**config.mk**
```make
export PLATFORM = sky130hd
export DESIGN_NAME = row_fill_engine
export DESIGN_NICKNAME = d
export VERILOG_FILES = /design/src/rtl/row_fill_engine.sv
export SDC_FILE = /design/constraint.sdc
export NUM_CORES = 1
export LEC_CHECK = 0
export CORE_MARGIN = 2
export CORE_UTILIZATION = 45
export CTS_CLUSTER_DIAMETER = 100
export DETAILED_ROUTE_END_ITERATION = 10
export PLACE_DENSITY = 0.69
export SYNTH_ARGS = -nofsm -noshare
export SYNTH_HDL_FRONTEND = slang
export SYNTH_SLANG_ARGS = --single-unit
```
**constraint.sdc**
```tcl
create_clock -name clk -period 2.2 [get_ports clk]
set_clock_uncertainty 0.1 [all_clocks]
set_input_delay 0.44 -clock clk [delete_from_list [all_inputs] [get_ports clk]]
set_output_delay 0.44 -clock clk [all_outputs]
set_load 0.005 [all_outputs]
```
**src/rtl/row_fill_engine.sv**
```systemverilog
// row_fill_engine: memory-side miss responder for the row-buffer cache controller.
// Optional dirty-victim writeback, then the row fill, then a one-cycle MemOK pulse.
module row_fill_engine #(
    parameter int ROWW   = 17,
    parameter int T_WB   = 8,
    parameter int T_FILL = 12
) (
    input  logic            clk,
    input  logic            rst,
    input  logic            hold,
    input  logic [ROWW-1:0] RowId,
    input  logic            victim_dirty,
    input  logic [ROWW-1:0] victim_row,
    output logic            MemOK,
    output logic            busy,
    output logic            mem_valid,
    output logic [1:0]      mem_cmd,
    output logic [ROWW-1:0] mem_row,
    input  logic            mem_ready,
    output logic [15:0]     fill_count,
    output logic [15:0]     wb_count
);
    typedef enum logic [2:0] {
        IDLE, WB_ISSUE, WB_WAIT, FILL_ISSUE, FILL_WAIT, DONE
    } state_t;

    localparam logic [7:0] WB_LOAD   = 8'(T_WB - 1);
    localparam logic [7:0] FILL_LOAD = 8'(T_FILL - 1);
    localparam logic [1:0] CMD_NONE  = 2'b00;
    localparam logic [1:0] CMD_WB    = 2'b01;
    localparam logic [1:0] CMD_FILL  = 2'b10;

    state_t          state_q, state_d;
    logic            hold_q;
    logic [7:0]      cnt_q, cnt_d;
    logic [ROWW-1:0] row_q, row_d;
    logic [ROWW-1:0] vrow_q, vrow_d;
    logic [15:0]     fill_count_q, fill_count_d;
    logic [15:0]     wb_count_q, wb_count_d;
    logic            memok_q, memok_d;
    logic            busy_q, busy_d;
    logic            mem_valid_q, mem_valid_d;
    logic [1:0]      mem_cmd_q, mem_cmd_d;
    logic [ROWW-1:0] mem_row_q, mem_row_d;

    function automatic logic [15:0] sat_inc(input logic [15:0] v);
        return (v == 16'hFFFF) ? v : v + 16'd1;
    endfunction

    always_comb begin
        state_d      = state_q;
        cnt_d        = cnt_q;
        row_d        = row_q;
        vrow_d       = vrow_q;
        fill_count_d = fill_count_q;
        wb_count_d   = wb_count_q;
        case (state_q)
            IDLE: begin
                // Only a fresh rising edge of hold starts a transaction.
                if (hold && !hold_q) begin
                    row_d   = RowId;
                    vrow_d  = victim_row;
                    state_d = victim_dirty ? WB_ISSUE : FILL_ISSUE;
                end
            end
            WB_ISSUE: begin
                if (mem_ready) begin
                    cnt_d   = WB_LOAD;
                    state_d = WB_WAIT;
                end else if (!hold) begin
                    state_d = IDLE;
                end
            end
            WB_WAIT: begin
                if (cnt_q == 8'd0) begin
                    wb_count_d = sat_inc(wb_count_q);
                    state_d    = FILL_ISSUE;
                end else begin
                    cnt_d = cnt_q - 8'd1;
                end
            end
            FILL_ISSUE: begin
                if (mem_ready) begin
                    cnt_d   = FILL_LOAD;
                    state_d = FILL_WAIT;
                end else if (!hold) begin
                    state_d = IDLE;
                end
            end
            FILL_WAIT: begin
                // A completed fill always counts; MemOK only if the miss is still pending.
                if (cnt_q == 8'd0) begin
                    fill_count_d = sat_inc(fill_count_q);
                    state_d      = hold ? DONE : IDLE;
                end else begin
                    cnt_d = cnt_q - 8'd1;
                end
            end
            DONE:    state_d = IDLE;
            default: state_d = IDLE;
        endcase
    end

    // Outputs are registered copies of the decode of the next state.
    always_comb begin
        memok_d     = (state_d == DONE);
        busy_d      = (state_d != IDLE);
        mem_valid_d = 1'b0;
        mem_cmd_d   = CMD_NONE;
        mem_row_d   = '0;
        if (state_d == WB_ISSUE) begin
            mem_valid_d = 1'b1;
            mem_cmd_d   = CMD_WB;
            mem_row_d   = vrow_d;
        end else if (state_d == FILL_ISSUE) begin
            mem_valid_d = 1'b1;
            mem_cmd_d   = CMD_FILL;
            mem_row_d   = row_d;
        end
    end

    always_ff @(posedge clk) begin
        if (rst) begin
            state_q      <= IDLE;
            hold_q       <= 1'b0;
            cnt_q        <= '0;
            row_q        <= '0;
            vrow_q       <= '0;
            fill_count_q <= '0;
            wb_count_q   <= '0;
            memok_q      <= 1'b0;
            busy_q       <= 1'b0;
            mem_valid_q  <= 1'b0;
            mem_cmd_q    <= CMD_NONE;
            mem_row_q    <= '0;
        end else begin
            state_q      <= state_d;
            hold_q       <= hold;
            cnt_q        <= cnt_d;
            row_q        <= row_d;
            vrow_q       <= vrow_d;
            fill_count_q <= fill_count_d;
            wb_count_q   <= wb_count_d;
            memok_q      <= memok_d;
            busy_q       <= busy_d;
            mem_valid_q  <= mem_valid_d;
            mem_cmd_q    <= mem_cmd_d;
            mem_row_q    <= mem_row_d;
        end
    end

    assign MemOK      = memok_q;
    assign busy       = busy_q;
    assign mem_valid  = mem_valid_q;
    assign mem_cmd    = mem_cmd_q;
    assign mem_row    = mem_row_q;
    assign fill_count = fill_count_q;
    assign wb_count   = wb_count_q;

endmodule

```
; ---- Yosys cells after proc, flatten, opt, wreduce, memory -nomap -nowiden
; Cells that the tools add are included.
; Widths: inputs -> output; s select.
[word_totals]
register_bits = 100
latch_bits = 0
ramBits = 0
mem_bits_ro = 0
input_bits = 39
output_inout_bits = 54
word_cells = 64
memories = 0
[op_classes]
n_addsub = 3
n_mul = 0
div_mod_pow = 0
n_lt_le_gt_ge = 0
eq_ne = 12
shift = 0
mux = 23
bitwise_logic = 2
n_reduce_logical = 11
[ops]
columns = operator, count
row1 = $mux 17, 6
row2 = $add 16x1->16 const B, 2
row3 = $eq 16x16->1 const B, 2
row4 = $mux 8, 3
row5 = $pmux 8 s3, 1
row6 = $mux 3, 7
row7 = $pmux 3 s5, 1
row8 = $eq 3x2->1 const B, 3
row9 = $logic_not 8->1, 1
row10 = $sub 8x1->8 const B, 1
row11 = $eq 3x1->1 const B, 2
row12 = $eq 3x3->1 const B, 2
row13 = $ne 2x2->1 const B, 3
row14 = $reduce_and 3->1, 2
row15 = $reduce_bool 3->1, 2
row16 = $mux 2, 2
row17 = $reduce_and 4->1, 1
row18 = $reduce_or 2->1, 2
row19 = $logic_not 3->1, 1
row20 = $mux 1, 3
row21 = $not 1->1, 2
row22 = $logic_and 1x1->1, 1
row23 = $logic_not 1->1, 1

; ---- Logic depth before layout (Yosys ltp)
[depth]
depth_word = 7
mapped_depth = 9
depth_no_buf = 7

; ---- Worst setup path before layout
; Ideal clock, no wire load.
[synth_timing]
kind = register to register
start = register cnt_q[0]
end = register mem_valid_q (netlist: mem_valid)
setup_time_ns = 0.128
arrival_ns = 1.739
required_time_ns = 1.972
slack_ns = 0.234
path_stages_with_launch = 10
path_buffers = 2
period_less_slack_ns = 1.966
path_cell_list = dfxtp_1 inv_1 ha_1 nor3b_2 and2_1 o32ai_1 nand2b_1 buf_6 buf_6 nor2_1
[synth_via]
elab_chain_cells = 6
elab_cells_between_ends = 8
cone_classes = eq/ne (2) / mux (5) / reduce/logical (1)
[synth_lines]
columns = element, line
row1 = from (decl), 35  ; logic [7:0] cnt_q, cnt_d;
row2 = from (signal assigned), 139  ; cnt_q <= cnt_d;
row3 = $logic_not 8->1 *, "75, 92"
row4 = "$mux 3, on equally long branches", "92, 75"
row5 = $pmux 3 s5 *, 57  ; case (state_q)
row6 = $eq 3x2->1, 115  ; end else if (state_d == FILL_ISSUE) begin
row7 = $mux 1, 115
row8 = $mux 1 *, 111  ; if (state_d == WB_ISSUE) begin
row9 = to (signal assigned), 146  ; mem_valid_q <= mem_valid_d;
row10 = to (decl), 42  ; logic mem_valid_q, mem_valid_d;
; Mark *: on every way between the ends. The rest lies on a longest branch, timed or not.
; A chain may end at the register's enable or synchronous reset.

; ---- Final worst setup path
[layout_timing]
start = register cnt_q[0]
end = register mem_row_q[3] (netlist: mem_row[3])
[layout_via]
elab_chain_cells = 6
elab_cells_between_ends = 8
cone_classes = eq/ne (2) / mux (5) / reduce/logical (1)
[layout_lines]
columns = element, line
row1 = $logic_not 8->1 *, "75, 92"
row2 = "$mux 3, on equally long branches", "92, 75"
row3 = $pmux 3 s5 *, 57
row4 = $eq 3x2->1, 115
row5 = $mux 17, 115
row6 = $mux 17 *, 111
row7 = to (signal assigned), 148  ; mem_row_q <= mem_row_d;
row8 = to (decl), 44  ; logic [ROWW-1:0] mem_row_q, mem_row_d;
; Marked as above.

==> flow_summary.toml <==
[clocking]
cts-root-buf = "clkbuf_8"
cts_buffer_depth = 2
cts-htree-levels = 3
tritoncts_num_sinks = 100
cts_tree = "built"
clk_pin_slew_ps = 100
clock_latency_ps = 360
numCtsBuffers = 9
cts_hold_buf = 0

[setup_path]
path_buf_inv = 3
path_cells = "inv_1, ha_1, nor3b_4, buf_4, and2_1, o32ai_2, nand2b_4, buf_6, nor2_1"
crit_arrival_ps = 2180
critPathMaxStageDelay_ps = 350
critPathKind = "reg2reg"
end_kind = "register"
crit_path_top_delay_cell = "dfxtp_1"
critPathLaunchType = "register"
worst-r2r-setup-slack_ps = 180
worst-endpoint-required_ps = 2350
reg2reg_to = "mem_row[3]"
crit_start = "cnt_q[0]"
timing.rr.start = "cnt_q[0]"
critPathCapture = "mem_row[3]"
ff2ff_path_depth = 9
path_max_fanout = 10
cp.depth = 9
crit_family = "simple AND/OR/NAND/NOR gates"

[drt]
drtIter0Drc = 122
vias = 3713
routed_wl_um = 10100
antenna_left = 0
drc = 0
viasPerCell = 5.00
wl_per_cell_um = 13.6
dr.pass1.iters = 4

[finish]
final_area_um2 = 6230
area_delta_synth_final_pct = 32.2
antenna_cells = 0
final-seq-area_um2 = 2000
nets = 645
fill_cells = 874
drive_above_1_share_pct = 13.5
multi_input_area_um2 = 2590

[flow_run]
cap_viol_max_count = 0

[min_path]
hold_depth = 2
hp-class = "in2reg"

[timing]
setup_viol = 0
min_period_ps = 2020
finalWorstSetupSlack_ps = 175
rsz0062_at_grt = "false"
worst_pin_slew_ps = 469
post-route-period-util_pct = 92.0
max_slew_margin_pct = 68.7
slew_violations = 0
finalHoldViolCount = 0
fmax_mhz = 494

[floorplanning]
die_w_um = 106
rows = 37
start_util_pct = 46.1
fp.coreArea_um2 = 10200
die_y_um = 106
die_area_um2 = 11300
ios = 93

[global_route]
grt_start_max_net_pins = 48
grtUsageTotal_pct = 18.2
grt_overflow = 0
antenna_found_initial = 0
grt_pass1_vias = 3647
grt_pass1_wl_um = 16900

[yosys]
ys.flop_type = "dfxtp_1"
synth_edf_count = 0
async_flop_share_pct = 0
synth_area_per_cell_um2 = 9.60
synth_nets = 534
synthCells = 491
ys_seq_elements = 100
yosysSeqAreaShare_pct = 42.5
synth_cell_types = 56
ys_warn_count = 0
syn_area_um2 = 4710

[placed_design]
hpwl_um = 7350
pre_cts_slack_ps = -117
gp_congestion = 0.826
place_area_um2 = 5950
port_buffers = 92

[power]
power.static_leakage_nw = 2.27
vdd.ir_drop.worst_mv = 0.466
power.total_mw = 5.79
power.density_nw_per_um2 = 929

[run_status]
status = "finished, final reports clean"
what timing repair did:
item                                    CTS  global route
resized for setup                         0            11
endpoints found under the setup margin    0            43
buffers inserted                          0             3
placed cells by master (no fill, tap or decap), types with 3 or more instances in the layout:
| cell type | n |
|---|---|
| and2_1 | 6 |
| nor2_1 | 59 |
| clkinvlp_4 | 3 |
| clkdlybuf4s50_1 | 91 |
| nor4_4 | 7 |
| or4_1 | 3 |
| ha_1 | 4 |
| nand2_1 | 12 |
| mux2i_1 | 53 |
| nand2b_1 | 78 |
| inv_1 | 11 |
| buf_12 | 4 |
| nand4_1 | 10 |
| xnor2_1 | 21 |
| and3_1 | 4 |
| a21oi_1 | 11 |
| nand3_1 | 14 |
| clkbuf_8 | 9 |
| nor3_1 | 15 |
| dfxtp_1 | 99 |
| buf_4 | 29 |
| o21ai_0 | 6 |
| nor2b_1 | 3 |
| a21o_1 | 4 |
worst min path at each step:
stage                end  startpoint  slack, ps
2_1_floorplan   row_q[0]    row_q[0]        350
3_3_place_gp   vrow_q[0]   vrow_q[0]        360
3_5_place_dp    row_q[3]    row_q[3]        370
4_1_cts         cnt_q[2]         rst        350
5_1_grt         cnt_q[1]         rst        370
6_report        cnt_q[2]         rst        370
worst reg2reg max path, stage by stage, from the launching register on:
cell and delay, ps:
dfxtp_1 350, inv_1 90, ha_1 210, nor3b_4 140, buf_4 160, and2_1 210, o32ai_2 260, nand2b_4 200
buf_6 150, nor2_1 50
Yosys cell counts, drive strengths merged, types with 10 or more instances:
master | n | area (um^2)
nor4 | 10 | 174
nor3 | 16 | 91.3
nand4 | 10 | 62.6
nand2b | 80 | 503
a21oi | 13 | 68.8
nand2 | 12 | 45.0
inv | 11 | 41.3
xnor2 | 21 | 184
mux2i | 53 | 531
buf | 14 | 100
clkbuf | 12 | 55.1
nor2 | 59 | 221
dfxtp | 100 | 2000
nand3 | 16 | 90.1
state kept, by name, indices dropped and copies added (netlist names):
| signal | cells |
|---|---|
| mem_row | 17 |
| row_q | 17 |
| vrow_q | 17 |
| fill_count | 16 |
| wb_count | 16 |
| cnt_q | 8 |
| state_q | 3 |
| mem_cmd | 2 |
| MemOK | 1 |
| busy | 1 |
| hold_q | 1 |
| mem_valid | 1 |
cell type report:
class | instances | area share (%)
clock buffers | 10 | 2.05
clock inverters | 6 | 1.16
inverters | 11 | 0.663
multi-input cells | 354 | 41.6
flip-flops and latches | 100 | 32.1
well taps | 136 | 2.73
repair buffers | 126 | 19.7
power breakdown:
group | internal (mW) | total, mW | switching [mW]
Sequential | 2.08 | 2.26 | 0.178
Combinational | 1.20 | 2.34 | 1.15
Clock | 0.539 | 1.19 | 0.648
metal layers:
metal  routed length, um  global-route usage, %
met3                 413                   4.05
met5                   0                      0
met2                4910                   31.1
met1                4700                   23.3
met4                 107                   4.32
cell families after synthesis:
group                      count (synthesis)  synth area share (%)
muxes                                     55                  11.7
AOI/OAI and AO/OA                         42                  6.48
and+or+nand+nor                          231                  30.0
buffers and inverters                     37                  4.17
adders and majority gates                  4                  1.06
DFF                                      100                  42.5
xor gates and xnor gates                  22                  4.09
per-stage QoR:
stage	TNS (ps)	utilization (%)	hold slack (ps)	instances
final	0	60.9	367	743
after global routing	0	60.9	366	743
after CTS	0	60.1	345	740
after detailed placement	-1400	58.2	371	724
after global placement	-708	58.2	364	724
after floorplan	0	-	353	491
(Power assumes the default switching activity.)
